`config.mk`:
```
export PLATFORM = sky130hd
export DESIGN_NAME = pll_lock_supervisor
export DESIGN_NICKNAME = d
export VERILOG_FILES = /design/src/rtl/pll_lock_supervisor.sv
export SDC_FILE = /design/constraint.sdc
export NUM_CORES = 1
export LEC_CHECK = 0
export BUFFER_PORTS_ARGS = -buffer_cell sky130_fd_sc_hd__buf_2
export CORE_MARGIN = 5
export CORE_UTILIZATION = 52
export DETAILED_ROUTE_END_ITERATION = 16
export GPL_TIMING_DRIVEN = 0
export PLACE_DENSITY = 0.84
export SETUP_SLACK_MARGIN = 0.15
export SLEW_MARGIN = 20
export SYNTH_ARGS = -nofsm -noshare
export SYNTH_HDL_FRONTEND = slang
export SYNTH_SLANG_ARGS = --single-unit
```
`constraint.sdc`:
```
create_clock -name clk -period 1.7 [get_ports clk]
set_input_delay 0.085 -clock clk [delete_from_list [all_inputs] [get_ports clk]]
set_output_delay 0.085 -clock clk [all_outputs]
set_load 0.02 [all_outputs]
```
`src/rtl/pll_lock_supervisor.sv`:
```
// Purpose : closes the loop around a PLL: pulses its reset, qualifies lock, gates the system reset.
// Latency : reset release LOCK_STABLE_CYCLES+3 cycles after pll_lock rises; loss seen 3 cycles after it falls.
// Backpr. : none; every input is a level or a pulse, and every output is a registered level.
//
// Ports:
//   clk, rst_n  - 50 MHz board clock, asynchronous active-low reset
//   pll_lock    - raw PLL lock flag (asynchronous to clk, synchronized internally)
//   clr_status  - one-cycle pulse clearing lock_lost / unlock_cnt
//   pll_rst     - active-high PLL reset, high only while re-initialising the PLL
//   sys_rst_n   - active-low reset for the PLL-clocked logic, released only in RUN
//   locked      - qualified lock, high only in RUN
//   lock_lost   - sticky loss-of-lock flag
//   unlock_cnt  - saturating loss-of-lock event counter
//   retry_cnt   - PLL retries spent in the current lock attempt
//   fail        - terminal: PLL never locked within the retry budget
// Optional feature macro: PLL_RELOCK_RETRY_EN (lock timeout + retry + FAIL state).
// Without it WAIT_LOCK waits forever and retry_cnt / fail are tied low.
module pll_lock_supervisor #(
  parameter int LOCK_STABLE_CYCLES  = 1024,
  parameter int LOCK_TIMEOUT_CYCLES = 500000,
  parameter int PLL_RST_CYCLES      = 16,
  parameter int MAX_RETRY           = 7,
  parameter int CNT_W               = 20
) (
  input  logic       clk,
  input  logic       rst_n,
  input  logic       pll_lock,
  input  logic       clr_status,
  output logic       pll_rst,
  output logic       sys_rst_n,
  output logic       locked,
  output logic       lock_lost,
  output logic [7:0] unlock_cnt,
  output logic [2:0] retry_cnt,
  output logic       fail
);

  localparam logic [2:0] S_RESET_PLL = 3'd0;
  localparam logic [2:0] S_WAIT_LOCK = 3'd1;
  localparam logic [2:0] S_STABLE    = 3'd2;
  localparam logic [2:0] S_RUN       = 3'd3;
  localparam logic [2:0] S_FAIL      = 3'd4;

  localparam logic [CNT_W-1:0] RST_LAST = CNT_W'(PLL_RST_CYCLES - 1);
  localparam logic [CNT_W-1:0] STB_LAST = CNT_W'(LOCK_STABLE_CYCLES - 1);

  logic             lock_meta;
  logic             lock_s;
  logic [2:0]       state;
  logic [2:0]       state_nxt;
  logic [CNT_W-1:0] cnt;
  logic             unlock_evt;

`ifdef PLL_RELOCK_RETRY_EN
  localparam logic [CNT_W-1:0] TO_LAST = CNT_W'(LOCK_TIMEOUT_CYCLES - 1);
  localparam logic [2:0]       MAX_R   = 3'(MAX_RETRY);
  logic [2:0] retry_q;
  logic       fail_q;
`endif

  // Two-flop synchronizer; lock_s is the only lock view used below.
  always_ff @(posedge clk or negedge rst_n) begin
    if (!rst_n) begin
      lock_meta <= 1'b0;
      lock_s    <= 1'b0;
    end else begin
      lock_meta <= pll_lock;
      lock_s    <= lock_meta;
    end
  end

  always_comb begin
    state_nxt = state;
    case (state)
      S_RESET_PLL: if (cnt == RST_LAST) state_nxt = S_WAIT_LOCK;
      S_WAIT_LOCK: begin
        if (lock_s) begin
          state_nxt = S_STABLE;
        end
`ifdef PLL_RELOCK_RETRY_EN
        else if (cnt == TO_LAST) begin
          state_nxt = (retry_q < MAX_R) ? S_RESET_PLL : S_FAIL;
        end
`endif
      end
      S_STABLE: begin
        // A dropout while qualifying is a glitch, not an error: restart the wait.
        if (!lock_s)                state_nxt = S_WAIT_LOCK;
        else if (cnt == STB_LAST)   state_nxt = S_RUN;
      end
      S_RUN:   if (!lock_s) state_nxt = S_WAIT_LOCK;
      S_FAIL:  state_nxt = S_FAIL;
      default: state_nxt = S_RESET_PLL;
    endcase
  end

  assign unlock_evt = (state == S_RUN) && !lock_s;

  // Outputs are decoded from the next state so they line up with the state register.
  always_ff @(posedge clk or negedge rst_n) begin
    if (!rst_n) begin
      state     <= S_RESET_PLL;
      cnt       <= '0;
      pll_rst   <= 1'b1;
      sys_rst_n <= 1'b0;
      locked    <= 1'b0;
    end else begin
      state <= state_nxt;
      if (state_nxt != state) begin
        cnt <= '0;
      end else if (state != S_RUN && state != S_FAIL) begin
        cnt <= cnt + CNT_W'(1);
      end
      pll_rst   <= (state_nxt == S_RESET_PLL);
      sys_rst_n <= (state_nxt == S_RUN);
      locked    <= (state_nxt == S_RUN);
    end
  end

  // A loss event overrides a coincident clear so the event is never lost.
  always_ff @(posedge clk or negedge rst_n) begin
    if (!rst_n) begin
      lock_lost  <= 1'b0;
      unlock_cnt <= 8'd0;
    end else if (unlock_evt) begin
      lock_lost <= 1'b1;
      if (clr_status)               unlock_cnt <= 8'd1;
      else if (unlock_cnt != 8'hFF) unlock_cnt <= unlock_cnt + 8'd1;
    end else if (clr_status) begin
      lock_lost  <= 1'b0;
      unlock_cnt <= 8'd0;
    end
  end

`ifdef PLL_RELOCK_RETRY_EN
  always_ff @(posedge clk or negedge rst_n) begin
    if (!rst_n) begin
      retry_q <= 3'd0;
      fail_q  <= 1'b0;
    end else begin
      if (state_nxt == S_RUN) begin
        retry_q <= 3'd0;
      end else if (state == S_WAIT_LOCK && state_nxt == S_RESET_PLL) begin
        retry_q <= retry_q + 3'd1;
      end
      fail_q <= (state_nxt == S_FAIL);
    end
  end

  assign retry_cnt = retry_q;
  assign fail      = fail_q;
`else
  logic unused_cfg;
  assign unused_cfg = ^{32'(LOCK_TIMEOUT_CYCLES), 32'(MAX_RETRY)};
  assign retry_cnt  = 3'd0;
  assign fail       = 1'b0;
`endif

endmodule

```
==> results of run 1 <==
==> flip-flops by register name, summed over array words and instances, names as in the netlist <==
register    cells
locked          1
state           3
unlock_cnt      8
cnt            20
pll_rst         1
lock_lost       1
lock_meta       1
lock_s          1
==> per-layer routing <==
layer	vias up	global-route usage, %	part of all wire, %
li1	756	-	-
met1	832	21.8	39
met2	50	28.8	53
met3	16	4.30	5.3
met4	0	8.72	2.7
met5	-	0	0
==> Yosys cell counts (2+ instances only) <==
cell type	instances	area share (%)
a21oi_1	3	0.79
and3_1	4	1.3
buf_1	2	0.40
buf_2	4	1.1
buf_4	5	2.0
dfrtp_1	35	46
ha_1	2	1.3
inv_1	5	0.99
nand2_1	15	3.0
nand3_1	9	2.4
nand4_1	8	2.6
nor2_1	34	6.8
nor2b_1	2	0.66
nor3_1	4	1.1
nor3b_2	2	1.3
nor4_1	5	1.7
nor4_4	2	2.3
o21ai_0	4	1.1
xnor2_1	12	5.6
xor2_1	13	6.0
==> critical path, cell delays in order (launching register included) <==
cell,delay [ns]
dfrtp_2,0.49
nor2b_4,0.10
a2111o_4,0.58
buf_4,0.17
nor2_1,0.13
xnor2_1,0.18
nor2_2,0.07
==> path summary, 6_finish.rpt <==
path / startpoint / endpoint / slack (ns) / cells after the start
worst max-delay path: state[2]$_DFF_PN0_ / cnt[10]$_DFFE_PN0P_ / -0.13 / 6
worst min-delay path: clr_status / unlock_cnt[6]$_DFFE_PN0P_ / 0.12 / 2
worst max register to register: state[2]$_DFF_PN0_ / cnt[10]$_DFFE_PN0P_ / -0.13 / 6
worst min register to register: lock_meta$_DFF_PN0_ / lock_s$_DFF_PN0_ / 0.37 / 0
max in group asynchronous: rst_n / unlock_cnt[1]$_DFFE_PN0P_ / 0.81 / 2
min in group asynchronous: rst_n / cnt[15]$_DFFE_PN0P_ / 0.34 / 2
==> cell usage in the layout (no fill, tap or decap), types with 5 or more instances in the layout <==
master / n
buf_2: 14
buf_4: 23
buf_6: 11
clkbuf_4: 5
dfrtp_1: 29
dfrtp_2: 6
inv_1: 5
nand2_1: 11
nand3_1: 8
nand4_1: 8
nor2_1: 19
nor2_2: 15
xnor2_1: 12
xor2_1: 12
==> layout make-up <==
type	count	area, um^2
Fill cell	212	838
Clock buffer	8	58.8
Inverter	5	18.8
Sequential cell	36	910
Timing Repair Buffer	41	304
Tap cell	46	57.6
Multi-Input combinational cell	142	1130
Buffer	12	95.1
==> power by group <==
group          switching, mW  internal (mW)
combinational          0.605          0.468
clock                  0.272          0.204
sequential            0.0669          0.951
total                  0.944           1.62
==> kinds of logic (layout without fill, tap and decap cells) <==
kind of cell               count (synthesis)  in the layout  share of synthesized area (%)
AOI/OAI and AO/OA                         16             16                           6.82
xor gates and xnor gates                  25             25                           11.6
adders and majority gates                  2              2                           1.32
buffers and inverters                     17             66                           4.70
DFF                                       36             36                           47.7
muxes                                      1              1                          0.530
other                                      1              4                          0.198
and+or+nand+nor                           94             94                           27.1
==> repair_timing <==
action / CTS / global route
endpoints found under the setup margin: 30 / 30
setup buffers: 12 / 11
gates cloned: 2 / 0
resized for setup: 23 / 35
hold buffers: 2 / 0
hold endpoints to repair: 36 / 0
pin swaps: 7 / 6
==> per-stage QoR <==
step / setup slack, ns / util, %
2_1_floorplan: -0.0546 / -
3_3_place_gp: -0.263 / 61.1
3_5_place_dp: -0.327 / 61.1
4_1_cts: -0.0904 / 68.4
5_1_grt: -0.199 / 75.5
6_report: -0.135 / 75.5
==> results.md, run 1 <==
- Status: complete, but fails checks
- Failing checks: negative setup slack
- Pwr Total: 2.57 mW
- DIE HEIGHT: 70.3 um
- Clk slew on worst S/H paths: 0.10 ns
- TritonCTS clock tree: yes
- Fin. max-slew vios: 0
- Post-detail-place hpwl: 2590 um
- Post-route cell area: 0.00258 mm^2
- Largest net degree at the start of global routing: 37
- Crit path required time: 1.94 ns
- Final hold vios: 0
- GRT Residual Overflow: 0
- Maximum operating frequency: 545 MHz
- Post-route DRC: 0
- MaxCap Viol Count: 0
- Post-synth design cell area: 0.00189 mm^2
- Worst-skew pair later-pin latency: 0.35 ns
- Port Buffer Count: 14
- Post-synthesis register bit count: 36
- Min cycle time layout: 1.83 ns
- Hold WS: 0.117 ns
- Fin nets: 249
- Vias: 1654
- Final ANT Viol Nets: 0
- Number of antenna diodes: 0
- Crit start category: flip-flop
- Tcrit/Tclk final: 108%
- Drt initial violations: 107
- Cell Pwr Density: 996 mW/mm^2
- Placement Cell Area: 0.00209 mm^2
- Drt pass-1 iters: 4
- GP Congestion: 0.834
- Post-synth EDFFs: 0
- CTS Buf Count: 5
- Leak: 1.14 nW
- Clock buffer depth: 2
- Share of the yosys chip area belonging to registers: 47.7%
- Final worst slack: -0.135 ns
- Final Skew: 0.0110 ns
- Clock root cell: clkbuf_4
- Area Growth Syn to Fin: 36.4%
- Avg Cell Area, Syn: 9.84 um^2
- Die Wd: 70.3 um
- RSZ-0062 raised after global routing: true
- Yosys warnings: 0
- Worst setup path class: reg2reg
- WP data arrival: 2.08 ns
- Type of the most critical hold path: in2reg
- Worst relative slew slack: 48.4%
- Fin cells: 290
- Post-synth ARST share: 100%
- Core Box Area: 0.00342 mm^2
- Final WL: 4690 um
- Routed WL per cell: 16.2 um
- Post-synth cell types: 42
- Share of layout cells above drive strength 1: 44.3%
- Number of global-route vias before repair: 1607
- Peak VDD IR: 488 uV
- Final Setup Violations: 20
- Cells after synthesis: 192
- Max H-tree Level: 2
- First-pass GRT wire length: 7080 um
- CP max FO: 7
- CP endpoint kind: flip-flop
- Initial antenna violation count: 0
- Via/cell ratio: 5.70
- Commonest register cell after synthesis: dfrtp_1
- # placed instances: 255
- Slew at the pin closest to its max-slew limit: 0.775 ns
- Final setup TNS: -1.98 ns
- Row count: 21
- I/O Pins: 20
- Tot GR Track Use: 17.7%
- Initial Utilization: 55.3%
- Clock tree sinks: 36
- Die area: 0.00494 mm^2
Note: power is estimated with default switching activity, not from simulation.
==> run 2, diff against run 1 <==
--- a/config.mk
+++ b/config.mk
@@ -7,12 +7,15 @@
 export LEC_CHECK = 0
 export BUFFER_PORTS_ARGS = -buffer_cell sky130_fd_sc_hd__buf_2
 export CORE_MARGIN = 5
-export CORE_UTILIZATION = 52
+export CORE_UTILIZATION = 54
+export CTS_BUF_LIST = sky130_fd_sc_hd__clkbuf_8
+export CTS_CLUSTER_DIAMETER = 40
 export DETAILED_ROUTE_END_ITERATION = 16
 export GPL_TIMING_DRIVEN = 0
-export PLACE_DENSITY = 0.84
+export PLACE_DENSITY = 0.86
 export SETUP_SLACK_MARGIN = 0.15
 export SLEW_MARGIN = 20
 export SYNTH_ARGS = -nofsm -noshare
 export SYNTH_HDL_FRONTEND = slang
 export SYNTH_SLANG_ARGS = --single-unit
+export TNS_END_PERCENT = 1
==> results.md, run 2 (synthesized netlist as in run 1, its figures left out) <==
- Final WL: 4040 um
- Status: complete, but fails checks
- GP Congestion: 0.846
- Tot GR Track Use: 18.4%
- RSZ-0062 raised after global routing: true
- Largest regs: cnt: 20 flops, unlock_cnt: 8 flops, state: 3 flops
- Placement Cell Area: 0.00207 mm^2
- Flip-flop count of the largest register after layout: 20
- Clk slew on worst S/H paths: 0.07 ns
- Drt initial violations: 90
- Commonest non-fill, non-tap cell in the layout: nor2_1
- Final hold vios: 0
- Filler cells: 274
- Worst-skew pair later-pin latency: 0.29 ns
- Slew at the pin closest to its max-slew limit: 0.779 ns
- I/O Pins: 20
- Clock tree sinks: 36
- First-pass GRT wire length: 7060 um
- Final worst slack: -0.169 ns
- Crit start category: flip-flop
- Tcrit/Tclk final: 110%
- Commonest non-fill, non-tap cells in the layout: nor2_1, dfrtp_1, buf_2, nand2_1, xor2_1
- R2R Setup Slk: -0.17 ns
- Initial antenna violation count: 0
- Routed WL per cell: 14.9 um
- Row count: 21
- Maximum operating frequency: 535 MHz
- Post-detail-place hpwl: 2590 um
- Die Wd: 69.2 um
- Post-route DRC: 0
- Reg2reg path depth: 5
- CP max FO: 8
- Final ANT Viol Nets: 0
- Pwr Total: 2.58 mW
- Clock root cell: clkbuf_8
- Worst relative slew slack: 48.1%
- MaxCap Viol Count: 0
- Drt pass-1 iters: 4
- # placed instances: 255
- Share of layout cells above drive strength 1: 26.2%
- Fin. max-slew vios: 0
- Largest net degree at the start of global routing: 37
- Number of global-route vias before repair: 1550
- Final Skew: 0.00998 ns
- Crit path required time: 1.89 ns
- Max H-tree Level: 2
- Fin cells: 271
- Post-route cell area: 0.00230 mm^2
- CP endpoint kind: flip-flop
- Hold Path Depth: 2
- Vias: 1479
- Die area: 0.00478 mm^2
- Core Box Area: 0.00336 mm^2
- GRT Residual Overflow: 0
- Final Setup Violations: 23
- Peak VDD IR: 672 uV
- TritonCTS clock tree: yes
- Area Growth Syn to Fin: 21.7%
- WP data arrival: 2.06 ns
- Failing checks: negative setup slack
- Port Buffer Count: 14
- Cell Pwr Density: 1120 mW/mm^2
- DIE HEIGHT: 69.2 um
- Type of the most critical hold path: in2reg
- Via/cell ratio: 5.46
- Leak: 1.04 nW
- Register with the most flip-flops: cnt
- Worst setup path class: reg2reg
- Initial Utilization: 56.2%
- Core Util, Final: 68.3%
- Min cycle time layout: 1.87 ns
- Clock buffer depth: 2
- Fin nets: 230
- CTS Buf Count: 5
- Number of antenna diodes: 0
## run 2: metrics by stage
stage / setup TNS, ns / worst slack (ns) / hold WS (ns)
after CTS: -2.13 / -0.131 / 0.168
after global routing: -5.94 / -0.260 / 0.192
after floorplan: -1.13 / -0.0546 / -0.211
after detailed placement: -6.68 / -0.323 / 0.195
final: -2.52 / -0.169 / 0.167
after global placement: -5.48 / -0.280 / 0.194
## run 2: repair_timing
action,CTS,global route
cloned,2,0
pin swaps,1,0
endpoints found under the hold margin,36,0
gates resized for setup,11,3
setup buffers,4,0
setup endpoints to repair,31,30
hold buffers,2,0
## run 2: path summary, 6_finish.rpt
check | start | to
max in group asynchronous | rst_n | cnt[0]$_DFFE_PN0P_
worst min register to register | lock_meta$_DFF_PN0_ | lock_s$_DFF_PN0_
worst min-delay path | clr_status | unlock_cnt[7]$_DFFE_PN0P_
worst max register to register | cnt[4]$_DFFE_PN0P_ | cnt[19]$_DFFE_PN0P_
min in group asynchronous | rst_n | locked$_DFF_PN0_
worst max-delay path | cnt[4]$_DFFE_PN0P_ | cnt[19]$_DFFE_PN0P_
## run 2: layout make-up
class                           instances  area, um^2  area share (%)
Clock buffer                            5        68.8            2.99
Timing Repair Buffer                   22         135            5.88
Sequential cell                        36         905            39.4
Tap cell                               46        57.6            2.50
Inverter                                5        18.8           0.817
Buffer                                 12        88.8            3.87
Clock inverter                          3        42.5            1.85
Multi-Input combinational cell        142         982            42.7
## run 2: report_power, final
group | internal, mW | switching [mW]
sequential | 0.952 | 0.0737
clock | 0.434 | 0.313
combinational | 0.331 | 0.477
total | 1.72 | 0.864
## run 2: routing by layer
metal	vias up	share of wire [%]	GRT usage (%)
li1	716	-	-
met1	723	41	20.1
met2	29	52	32.7
met3	11	4.1	4.94
met4	0	2.8	8.68
met5	-	0	0
## run 2: critical path, cell delays in order (launching register included)
cell and delay [ns]:
dfrtp_1 0.43, nand4_2 0.21, a2111o_4 0.59, nor4_4 0.31
xnor2_1 0.15, nor2_1 0.06
==> run 3, diff against run 2 <==
--- a/config.mk
+++ b/config.mk
@@ -5,14 +5,15 @@
 export SDC_FILE = /design/constraint.sdc
 export NUM_CORES = 1
 export LEC_CHECK = 0
+export ABC_AREA = 1
 export BUFFER_PORTS_ARGS = -buffer_cell sky130_fd_sc_hd__buf_2
 export CORE_MARGIN = 5
-export CORE_UTILIZATION = 54
+export CORE_UTILIZATION = 55
 export CTS_BUF_LIST = sky130_fd_sc_hd__clkbuf_8
 export CTS_CLUSTER_DIAMETER = 40
 export DETAILED_ROUTE_END_ITERATION = 16
 export GPL_TIMING_DRIVEN = 0
-export PLACE_DENSITY = 0.86
+export PLACE_DENSITY = 0.87
 export SETUP_SLACK_MARGIN = 0.15
 export SLEW_MARGIN = 20
 export SYNTH_ARGS = -nofsm -noshare
==> constraint.sdc (replaced) <==
create_clock -name clk -period 1.7 [get_ports clk]
set_input_delay 0.34 -clock clk [delete_from_list [all_inputs] [get_ports clk]]
set_output_delay 0.34 -clock clk [all_outputs]
set_load 0.02 [all_outputs]
==> results.md, run 3 <==
- Clock root cell: clkbuf_8
- Row count: 22
- Post-route DRC: 0
- Drt initial violations: 60
- Maximum operating frequency: 582 MHz
- Share of layout cells above drive strength 1: 31.4%
- Core Box Area: 0.00369 mm^2
- Top post-synthesis cells by count: nand2_1, inv_1, dfrtp_1
- Failing checks: negative setup slack
- Drt pass-1 iters: 4
- Min cycle time layout: 1.72 ns
- Worst setup path class: reg2reg
- Crit start category: flip-flop
- Hold WS: 0.125 ns
- Share of the yosys chip area belonging to registers: 42.6%
- Peak VDD IR: 873 uV
- Commonest non-fill, non-tap cell in the layout: nand2_1
- Area leader, netlist: dfrtp_1
- CP max FO: 10
- Tot GR Track Use: 18.8%
- Final Setup Violations: 15
- R2R Setup Slk: -0.02 ns
- Commonest non-fill, non-tap cells in the layout: nand2_1, inv_1, dfrtp_1
- Die area: 0.00519 mm^2
- Flip-flop count of the largest register after layout: 20
- GRT Residual Overflow: 0
- Final WL: 4540 um
- Post-detail-place hpwl: 2980 um
- Post-synth design cell area: 0.00212 mm^2
- Initial antenna violation count: 0
- Worst relative slew slack: 47.4%
- MaxCap Viol Count: 0
- Via/cell ratio: 5.20
- CTS Buf Count: 5
- Clock tree sinks: 36
- Number of antenna diodes: 0
- Area occupied by registers: 905 um^2
- Final worst slack: -0.0197 ns
- Max H-tree Level: 2
- Post-synth EDFFs: 0
- Commonest register cell after synthesis: dfrtp_1
- Most common cell in the netlist: nand2_1
- Tcrit/Tclk final: 101%
- Worst setup slack after placement: -0.0480 ns
- Avg Cell Area, Syn: 8.17 um^2
- Slew at the pin closest to its max-slew limit: 0.789 ns
- DIE HEIGHT: 72.0 um
- Cells after synthesis: 259
- Main area contributors after synthesis: dfrtp_1, nand2_1, inv_1
- First-pass GRT wire length: 7580 um
- GP Congestion: 0.885
- TritonCTS clock tree: yes
- Clock buffer depth: 2
- Die Wd: 72.0 um
- Leak: 1.34 nW
- Status: complete, but fails checks
- Area Growth Syn to Fin: 21.6%
- Initial Utilization: 57.4%
- Routed WL per cell: 13.3 um
- Final Skew: 0.00655 ns
- WP data arrival: 1.90 ns
- Crit path from: cnt[1]$_DFFE_PN0P_
- Fin. max-slew vios: 0
- Worst-skew pair later-pin latency: 0.29 ns
- Register with the most flip-flops: cnt
- Post-synth ARST share: 100%
- Largest regs: cnt: 20 flops, unlock_cnt: 8 flops, state: 3 flops
- Largest net degree at the start of global routing: 37
- CP endpoint kind: flip-flop
- Filler cells: 303
- Fin nets: 298
- RR Endpoint: cnt[15]$_DFFE_PN0P_
- FF-to-FF Start: cnt[1]$_DFFE_PN0P_
- Final hold vios: 0
- I/O Pins: 20
- Final ANT Viol Nets: 0
- Cell Pwr Density: 1050 mW/mm^2
- Post-synth cell types: 31
- Area of the multi-input gates: 0.00113 mm^2
- Type of the most critical hold path: in2async
- Reg2reg path depth: 13
- Crit path required time: 1.88 ns
- Yosys warnings: 0
- Post-synthesis register bit count: 36
- Port Buffer Count: 15
- Vias: 1774
- Top cell type's share of synthesized area: 41.4%
- Clk slew on worst S/H paths: 0.08 ns
- Number of global-route vias before repair: 1713
- RSZ-0062 raised after global routing: true
run 3: changes by cell type after synthesis, sizes merged, moves of 4 or more:
cell,change
nand2,+46
inv,+35
nor2,+13
xnor2,-11
nand3,+10
nor4,-6
o21ai,+6
and3,-4
buf,-4
run 3: layout make-up:
class                   instances  share of cell area, %
repair buffers                 22                   5.79
clock inverters                 3                   1.51
multi-input cells             180                   43.9
flip-flops and latches         36                   35.2
inverters                      40                   5.84
well taps                      48                   2.33
plain buffers                   7                   2.82
clock buffers                   5                   2.68
run 3: worst max-delay path, stage by stage, from the launching register on:
cell	delay (ns)
dfrtp_1	0.40
ha_4	0.17
nand2_4	0.07
nor2_4	0.14
nand2_4	0.08
nor2_2	0.08
nand3_1	0.09
nand2_1	0.07
nand2_1	0.07
nand2_2	0.09
nand2_2	0.06
nand2_4	0.10
buf_12	0.15
nor2_2	0.04
run 3: routing by layer:
metal  routed length, um  global-route usage, %  part of all wire (%)  vias up
met4                 165                   8.98                   3.6        0
met3                 242                   4.57                   5.3       15
met5                   0                      0                     0        -
li1                    -                      -                     -      871
met2                2290                   32.1                    51       53
met1                1840                   22.1                    40      835
run 3: through the flow:
step	power, mW	area [um^2]	std cells	util (%)	setup TNS [ns]
floorplan	1.56	2130	262	-	0
global route	2.86	2570	341	69.7	-2.56
CTS	2.52	2480	338	67.3	0
global placement	1.67	2260	325	61.4	0
detailed placement	1.71	2260	325	61.4	-0.312
finish	2.70	2570	341	69.7	-0.200
run 3: worst max-delay path by stage:
stage	cells past startpoint	slack, ns	endpoint
2_1_floorplan	12	0.06	unlock_cnt[5]$_DFFE_PN0P_
3_3_place_gp	13	0.02	cnt[14]$_DFFE_PN0P_
3_5_place_dp	12	-0.05	unlock_cnt[5]$_DFFE_PN0P_
4_1_cts	13	0.003	cnt[15]$_DFFE_PN0P_
5_1_grt	13	-0.14	cnt[15]$_DFFE_PN0P_
6_report	13	-0.02	cnt[15]$_DFFE_PN0P_
run 3: where the power goes:
group / total [mW] / switching [mW] / internal [mW] / leakage [nW]
sequential: 1.07 / 0.110 / 0.958 / 0.483
combinational: 0.891 / 0.493 / 0.398 / 0.796
clock: 0.742 / 0.312 / 0.429 / 0.0593
total: 2.70 / 0.915 / 1.78 / 1.34
run 3: cell families after synthesis:
family / after synthesis / share of synthesized area [%]
buf+inv: 47 / 10.1
other cells: 1 / 0.177
simple gates: 144 / 35.5
flops: 36 / 42.6
fa+ha+maj: 2 / 1.18
xor+xnor: 15 / 6.21
compound gates: 14 / 4.20
run 3: timing repair:
item                       4_1_cts  5_1_grt
gates cloned                     1        1
resized for setup               19       11
hold endpoints to repair         0        0
hold buffers                     0        0
setup endpoints to repair       28       29
buffers inserted                 4        2
pin swaps                       17        5
